## src/rtl/alu_pkg.sv

```systemverilog
// Shared definitions for the ALU result packer: opcodes, packet length, FSM states.
package alu_pkg;

   localparam int unsigned BYTE_W   = 8;
   localparam int unsigned RESULT_W = 32;
   localparam int unsigned IDX_W    = 3;
   localparam int unsigned LEN_W    = 16;

   localparam logic [BYTE_W-1:0] OP_ECHO = 8'hEC;
   localparam logic [BYTE_W-1:0] OP_ADD  = 8'hAD;
   localparam logic [BYTE_W-1:0] OP_MUL  = 8'hAC;
   localparam logic [BYTE_W-1:0] OP_DIV  = 8'hD1;

   localparam logic [LEN_W-1:0] PKT_LEN_DEFAULT = 16'd8;

   localparam logic [IDX_W-1:0] LAST_IDX = 3'd7;

   typedef enum logic {
      ST_IDLE = 1'b0,
      ST_SEND = 1'b1
   } state_e;

   // Byte at a given packet position; layout is independent of the opcode value.
   function automatic logic [BYTE_W-1:0] pkt_byte(
      input logic [IDX_W-1:0]    idx,
      input logic [BYTE_W-1:0]   opcode,
      input logic                overflow,
      input logic [RESULT_W-1:0] result,
      input logic [LEN_W-1:0]    pkt_len
   );
      logic [BYTE_W-1:0] b;
      case (idx)
         3'd0:    b = opcode;
         3'd1:    b = {7'b0, overflow};
         3'd2:    b = pkt_len[7:0];
         3'd3:    b = pkt_len[15:8];
         3'd4:    b = result[7:0];
         3'd5:    b = result[15:8];
         3'd6:    b = result[23:16];
         default: b = result[31:24];
      endcase
      return b;
   endfunction

endpackage

```

## src/rtl/alu_result_packer.sv

```systemverilog
// Packs one ALU result into an 8-byte response and streams it byte by byte
// over a valid/ready interface towards a UART transmitter.
module alu_result_packer
   import alu_pkg::*;
#(
   parameter logic [15:0] PKT_LEN = PKT_LEN_DEFAULT
) (
   input  logic        clk,
   input  logic        rst,
   input  logic        valid_i,
   output logic        ready_o,
   input  logic [7:0]  opcode_i,
   input  logic [31:0] result_i,
   input  logic        overflow_i,
   output logic        tx_valid_o,
   input  logic        tx_ready_i,
   output logic [7:0]  tx_data_o,
   output logic        busy_o
);

   state_e                state_q,    state_d;
   logic [IDX_W-1:0]      idx_q,      idx_d;
   logic [BYTE_W-1:0]     opcode_q,   opcode_d;
   logic [RESULT_W-1:0]   result_q,   result_d;
   logic                  overflow_q, overflow_d;
   logic [BYTE_W-1:0]     tx_data_q,  tx_data_d;

   // State, byte index, captured result and the currently offered byte.
   always_ff @(posedge clk) begin
      if (rst) begin
         state_q    <= ST_IDLE;
         idx_q      <= '0;
         opcode_q   <= '0;
         result_q   <= '0;
         overflow_q <= 1'b0;
         tx_data_q  <= '0;
      end else begin
         state_q    <= state_d;
         idx_q      <= idx_d;
         opcode_q   <= opcode_d;
         result_q   <= result_d;
         overflow_q <= overflow_d;
         tx_data_q  <= tx_data_d;
      end
   end

   // Next state: capture on acceptance, step through bytes on each handshake.
   always_comb begin
      state_d    = state_q;
      idx_d      = idx_q;
      opcode_d   = opcode_q;
      result_d   = result_q;
      overflow_d = overflow_q;
      tx_data_d  = tx_data_q;

      case (state_q)
         ST_IDLE: begin
            if (valid_i) begin
               state_d    = ST_SEND;
               idx_d      = '0;
               opcode_d   = opcode_i;
               result_d   = result_i;
               overflow_d = overflow_i;
               tx_data_d  = opcode_i;
            end
         end
         ST_SEND: begin
            if (tx_ready_i) begin
               if (idx_q == LAST_IDX) begin
                  state_d   = ST_IDLE;
                  idx_d     = '0;
                  tx_data_d = '0;
               end else begin
                  idx_d     = idx_q + 3'd1;
                  tx_data_d = pkt_byte(idx_q + 3'd1, opcode_q, overflow_q,
                                       result_q, PKT_LEN);
               end
            end
         end
         default: begin
            state_d = ST_IDLE;
            idx_d   = '0;
         end
      endcase
   end

   // Ready is forced low while reset is held so nothing is accepted during reset.
   assign ready_o    = (state_q == ST_IDLE) && !rst;
   assign tx_valid_o = (state_q == ST_SEND);
   assign busy_o     = (state_q != ST_IDLE);
   assign tx_data_o  = tx_data_q;

endmodule

```

## config.mk

```make
export PLATFORM = sky130hd
export DESIGN_NAME = alu_result_packer
export DESIGN_NICKNAME = d
export VERILOG_FILES = /design/src/rtl/alu_pkg.sv /design/src/rtl/alu_result_packer.sv
export SDC_FILE = /design/constraint.sdc
export NUM_CORES = 1
export LEC_CHECK = 0
export BUFFER_PORTS_ARGS = -buffer_cell sky130_fd_sc_hd__buf_2
export CAP_MARGIN = 20
export CORE_MARGIN = 5
export CORE_UTILIZATION = 45
export CTS_CLUSTER_SIZE = 28
export DETAILED_ROUTE_END_ITERATION = 6
export GPL_ROUTABILITY_DRIVEN = 0
export PLACE_DENSITY = 0.78
export RECOVER_POWER = 50
export SLEW_MARGIN = 20
export SYNTH_ARGS = -nofsm -noshare
export SYNTH_HDL_FRONTEND = slang
export SYNTH_SLANG_ARGS = --single-unit
```

## constraint.sdc

```tcl
create_clock -name clk -period 3.2 [get_ports clk]
set_input_delay 0.32 -clock clk [delete_from_list [all_inputs] [get_ports clk]]
set_output_delay 0.32 -clock clk [all_outputs]
set_load 0.02 [all_outputs]
```

**After elaboration in Yosys (flattened, before gate mapping)**

Index checks and enable logic that the tools add are counted.

- Bitwise operators: 1
- Multiplexer cells: 13
- Add/sub/neg operators: 1
- Equal/unequal tests: 9
- Reductions and logical operators: 5

Operators with widths:

| operator | number |
|---|---|
| $pmux 8 s7 | 1 |
| $mux 8 | 3 |
| $pmux 8 s2 | 1 |
| $eq 3x3->1 const B | 4 |
| $mux 3 | 3 |
| $eq 3x2->1 const B | 2 |
| $pmux 3 s2 | 1 |
| $ne 2x2->1 const B | 2 |
| $reduce_and 2->1 | 2 |
| $add 3x1->3 const B | 1 |
| $eq 3x1->1 const B | 1 |
| $logic_not 3->1 | 1 |
| $mux 1 | 3 |
| $pmux 1 s2 | 1 |
| $logic_and 1x1->1 | 1 |
| $logic_not 1->1 | 1 |
| $not 1->1 | 1 |

- Bits of input ports: 45
- Register bits: 53

**Longest topological paths before layout**

- Word-level depth: 6
- Depth in mapped cells: 8

**Worst setup path before layout**

No wires, ideal clock.

- Kind: flip-flop to flip-flop
- Start: register idx_q[0]
- End: register tx_data_q[3] (netlist: tx_data_o[3])
- Cell stages (with the launch flop): 8
- Setup time: 134 ps
- Period minus slack after synthesis: 1694 ps
- Data arrival time: 1561 ps
- Slack: 1506 ps
- Data required time: 3066 ps
- Cell sequence: dfxtp_1 ha_1 ha_1 a21boi_2 o21ai_2 buf_6 o2111a_1 o22ai_1

- Cells in the longest elaborated chain, start to end: 6

Ends and longest elaborated chain:

| what | line | text |
|---|---|---|
| start, declared | alu_result_packer.sv:22 | `logic [IDX_W-1:0] idx_q, idx_d;` |
| start signal, assigned | alu_result_packer.sv:39 | `idx_q <= idx_d;` |
| $add 3x1->3 | alu_result_packer.sv:75 | `tx_data_d = pkt_byte(idx_q + 3'd1, opcode_q, overflow_q,` |
| $eq 3x3->1, or another cell as far along | alu_pkg.sv:32 | `case (idx)` |
| $pmux 8 s7 | alu_pkg.sv:32 |  |
| $mux 8 (*) | alu_result_packer.sv:69 | `if (idx_q == LAST_IDX) begin` |
| $mux 8 (*) | alu_result_packer.sv:68 | `if (tx_ready_i) begin` |
| $pmux 8 s2 (*) | alu_result_packer.sv:56 | `case (state_q)` |
| end signal, assigned | alu_result_packer.sv:43 | `tx_data_q <= tx_data_d;` |
| end, declared | alu_result_packer.sv:26 | `logic [BYTE_W-1:0] tx_data_q, tx_data_d;` |

Mark *: on every way between the ends. The rest lies on a longest branch, timed or not. The select of a mux whose other input is x is not followed.
A chain may end at the register's enable or synchronous reset.

**Worst setup path in the final report**

Same ends and word-level chain as after synthesis.

==> insert_results.sql <==
INSERT INTO impl_metrics (metric_group, metric, value, unit) VALUES
('setup_path', 'crit_required', '3360', 'ps'),
('routing', 'drtAntennaViolNets', '0', ''),
('timing', 'final-hold-violation-count', '0', ''),
('cts', 'postCtsSetupRepairBufs', '0', ''),
('die', 'fp.dieH', '83.4', 'µm'),
('setup_path', 'regToRegSetupSlack', '1000', 'ps'),
('timing', 'max_freq', '0.455', 'GHz'),
('routing', 'count_of_unresolved_drc_violations_after_routing', '0', ''),
('setup_path', 'startpoint_type', 'flip-flop', ''),
('synth', 'netlist_instances', '297', ''),
('routing', 'detail_route.wl_per_cell', '14.4', 'µm'),
('synth', 'avgSynthCellArea', '8.17', 'µm²'),
('synth', 'netlist_area', '0.00243', 'mm²'),
('cts', 'cts_buffers', '5', ''),
('setup_path', 'worstReg2RegStart', 'idx_q[0]', ''),
('routing', 'wl', '5870', 'µm'),
('pwr', 'total_power', '1.36', 'mW'),
('cells_and_area', 'register_area', '0.00106', 'mm²'),
('synth', 'synth.lib_cells_used.distinct', '33', ''),
('die', 'fp.dieArea', '0.00696', 'mm²'),
('global_route', 'grt_pass1_wl', '9830', 'µm'),
('routing', 'detailedRoute.firstPassIterationCount', '4', ''),
('global_route', 'antenna_found_initial', '0', ''),
('cells_and_area', 'fraction_of_layout_cells_with_a_size_suffix_above_1', '17.8', '%'),
('cells_and_area', 'final_area', '0.00275', 'mm²'),
('synth', 'synth.yosys.warnings', '0', ''),
('min_path', 'hold_path.class', 'in -> reg', ''),
('setup_path', 'critical_path.cell_chain', 'ha_1 -> ha_1 -> a21boi_2 -> o21ai_2 -> o2111a_1 -> o22ai_1', ''),
('cells_and_area', 'filler_cell_count', '525', ''),
('cells_and_area', 'num_antenna_cells', '0', ''),
('min_path', 'hold-path-cell-count', '3', ''),
('synth', 'postSynth.topFlopCell', 'sky130_fd_sc_hd__dfxtp_1', ''),
('die', 'floorplan.core_area', '0.00517', 'mm²'),
('global_route', 'vias_in_the_first_global_route', '2115', ''),
('cells_and_area', 'area_of_the_multi_input_gates', '0.00118', 'mm²'),
('setup_path', 'max_stage_delay', '440', 'ps'),
('cts', 'worstSkewPairLatency', '300', 'ps'),
('cts', 'post_cts_resized', '0', ''),
('timing', 'max-slew-margin-rel', '43.2', '%'),
('global_route', 'grt_max_degree', '56', ''),
('placement', 'post_dp_cell_area', '0.00265', 'mm²'),
('job', 'cap_violations', '0', ''),
('timing', 'finClkSkew', '5.80', 'ps'),
('routing', 'num_vias', '2216', ''),
('die', 'fp.dieW', '83.4', 'µm'),
('cells_and_area', 'area_growth', '13.4', '%'),
('synth', 'synth_sequential_area_ratio', '43.7', '%'),
('timing', 'post-route-period-util', '68.7', '%'),
('timing', 'report.final.slew_viol_count', '0', ''),
('die', 'floorplan.initialDensity', '46.9', '%'),
('timing', 'worst_slew_pin_slew', '852', 'ps'),
('run_status', 'run_status', 'complete, no violations', ''),
('cts', 'cts_buffer_depth', '2', ''),
('timing', 'tns', '0', 'ps'),
('cells_and_area', 'postLayoutCoreUtil', '53.2', '%'),
('placement', 'placement.io_buffers', '55', ''),
('routing', 'detailedRoute.firstIterationViolations', '233', ''),
('setup_path', 'timing.rr.end', 'tx_data_o[3]', ''),
('die', 'top_level_port_count', '56', ''),
('cts', 'path_clk_slew', '90', 'ps'),
('setup_path', 'cp_endpoint_kind', 'flip-flop', ''),
('placement', 'hpwl_after_detailed_placement', '4210', 'µm'),
('synth', 'synthesized_flop_and_latch_total', '53', ''),
('routing', 'avgViaCountPerCell', '5.43', ''),
('setup_path', 'critical_path_class', 'reg -> reg', ''),
('cts', 'root_buffer', 'sky130_fd_sc_hd__clkbuf_8', ''),
('global_route', 'grt_remaining_overflow', '0', ''),
('synth', 'synth.net_count', '349', ''),
('min_path', 'hold_path_end', 'result_q[3]', ''),
('cts', 'numClockSinks', '53', ''),
('cts', 'cts.hold.buffers_added', '0', '');
cells in the final DEF, fill, tap and decap left out, drive strengths merged, types with 4 or more instances in the layout:
cell and count:
nand2 88, dfxtp 53, buf 47, a21oi 43, clkbuf 18, nand3 9
a21boi 8, o21ai 8, nor2 7, o221ai 7, o22ai 7, ha 7
inv 5, a22o 5, a211oi 5, a22oi 4
how the worst max path moves through the flow:
stage / from / endpoint / slack, ps / depth (start not counted)
floorplan: idx_q[0] / tx_data_o[3] / 1510 / 7
global placement: idx_q[0] / tx_data_o[6] / 1080 / 6
detailed placement: idx_q[0] / tx_data_o[3] / 1040 / 6
CTS: idx_q[0] / tx_data_o[3] / 1030 / 6
global route: idx_q[0] / tx_data_o[7] / 840 / 6
finish: idx_q[0] / tx_data_o[3] / 1000 / 6
area by class of cell:
class,count,area share [%]
Sequential cell,53,38.5
Timing Repair Buffer,58,10.3
Tap cell,70,3.18
Clock inverter,1,1.09
Clock buffer,7,3.14
Multi-Input combinational cell,214,43.0
Inverter,5,0.682
sequential cells by signal, indices dropped and copies added (netlist names):
name,flops
result_q,32
opcode_q,8
tx_data_o,8
idx_q,3
busy_o,1
overflow_q,1
critical path: cells and delay by family (launching register included):
kind / cells / cell delay (ps)
AOI/OAI and AO/OA: 4 / 1010
adders and majority gates: 2 / 680
DFF: 1 / 380
power by group:
part	internal [mW]	switching [mW]	leakage [nW]
registers	0.697	0.0291	0.435
clock network	0.255	0.207	0.0585
logic	0.0693	0.104	0.568
total	1.02	0.341	1.06
stage by stage:
| stage | setup slack [ps] | std cells |
|---|---|---|
| finish | 1000 | 408 |
| global route | 841 | 408 |
| CTS | 1030 | 408 |
| detailed placement | 1040 | 400 |
| global placement | 1080 | 400 |
| floorplan | 1510 | 297 |
kinds of logic after synthesis:
family                     after synthesis  synth area share (%)
buffers and inverters                   30                  7.47
and+or+nand+nor                        110                  18.9
DFF                                     53                  43.7
adders and majority gates                7                  3.61
AOI/OAI and AO/OA                       97                  26.3
cell usage after synthesis (all sizes together) (2+ instances only):
| cell | instances | area share [%] |
|---|---|---|
| nand2 | 88 | 14 |
| dfxtp | 53 | 44 |
| a21oi | 43 | 8.9 |
| buf | 18 | 5.6 |
| nand3 | 9 | 1.9 |
| a21boi | 8 | 2.6 |
| o21ai | 8 | 1.8 |
| clkbuf | 7 | 1.1 |
| ha | 7 | 3.6 |
| nor2 | 7 | 1.1 |
| o221ai | 7 | 2.5 |
| o22ai | 7 | 1.8 |
| a211oi | 5 | 1.5 |
| a22o | 5 | 1.8 |
| inv | 5 | 0.77 |
| a22oi | 4 | 1.2 |
| a32oi | 2 | 0.72 |
| nor2b | 2 | 0.82 |
| o2111a | 2 | 0.93 |
| o21a | 2 | 0.62 |
metal layers:
metal	vias up	global-route usage [%]	share of wire, %
li1	1111	-	-
met3	9	3.86	6.0
met1	1032	21.1	42
met2	64	28.6	50
met4	0	6.29	1.5
met5	-	0	0
Power figures use the tool's default switching activity.
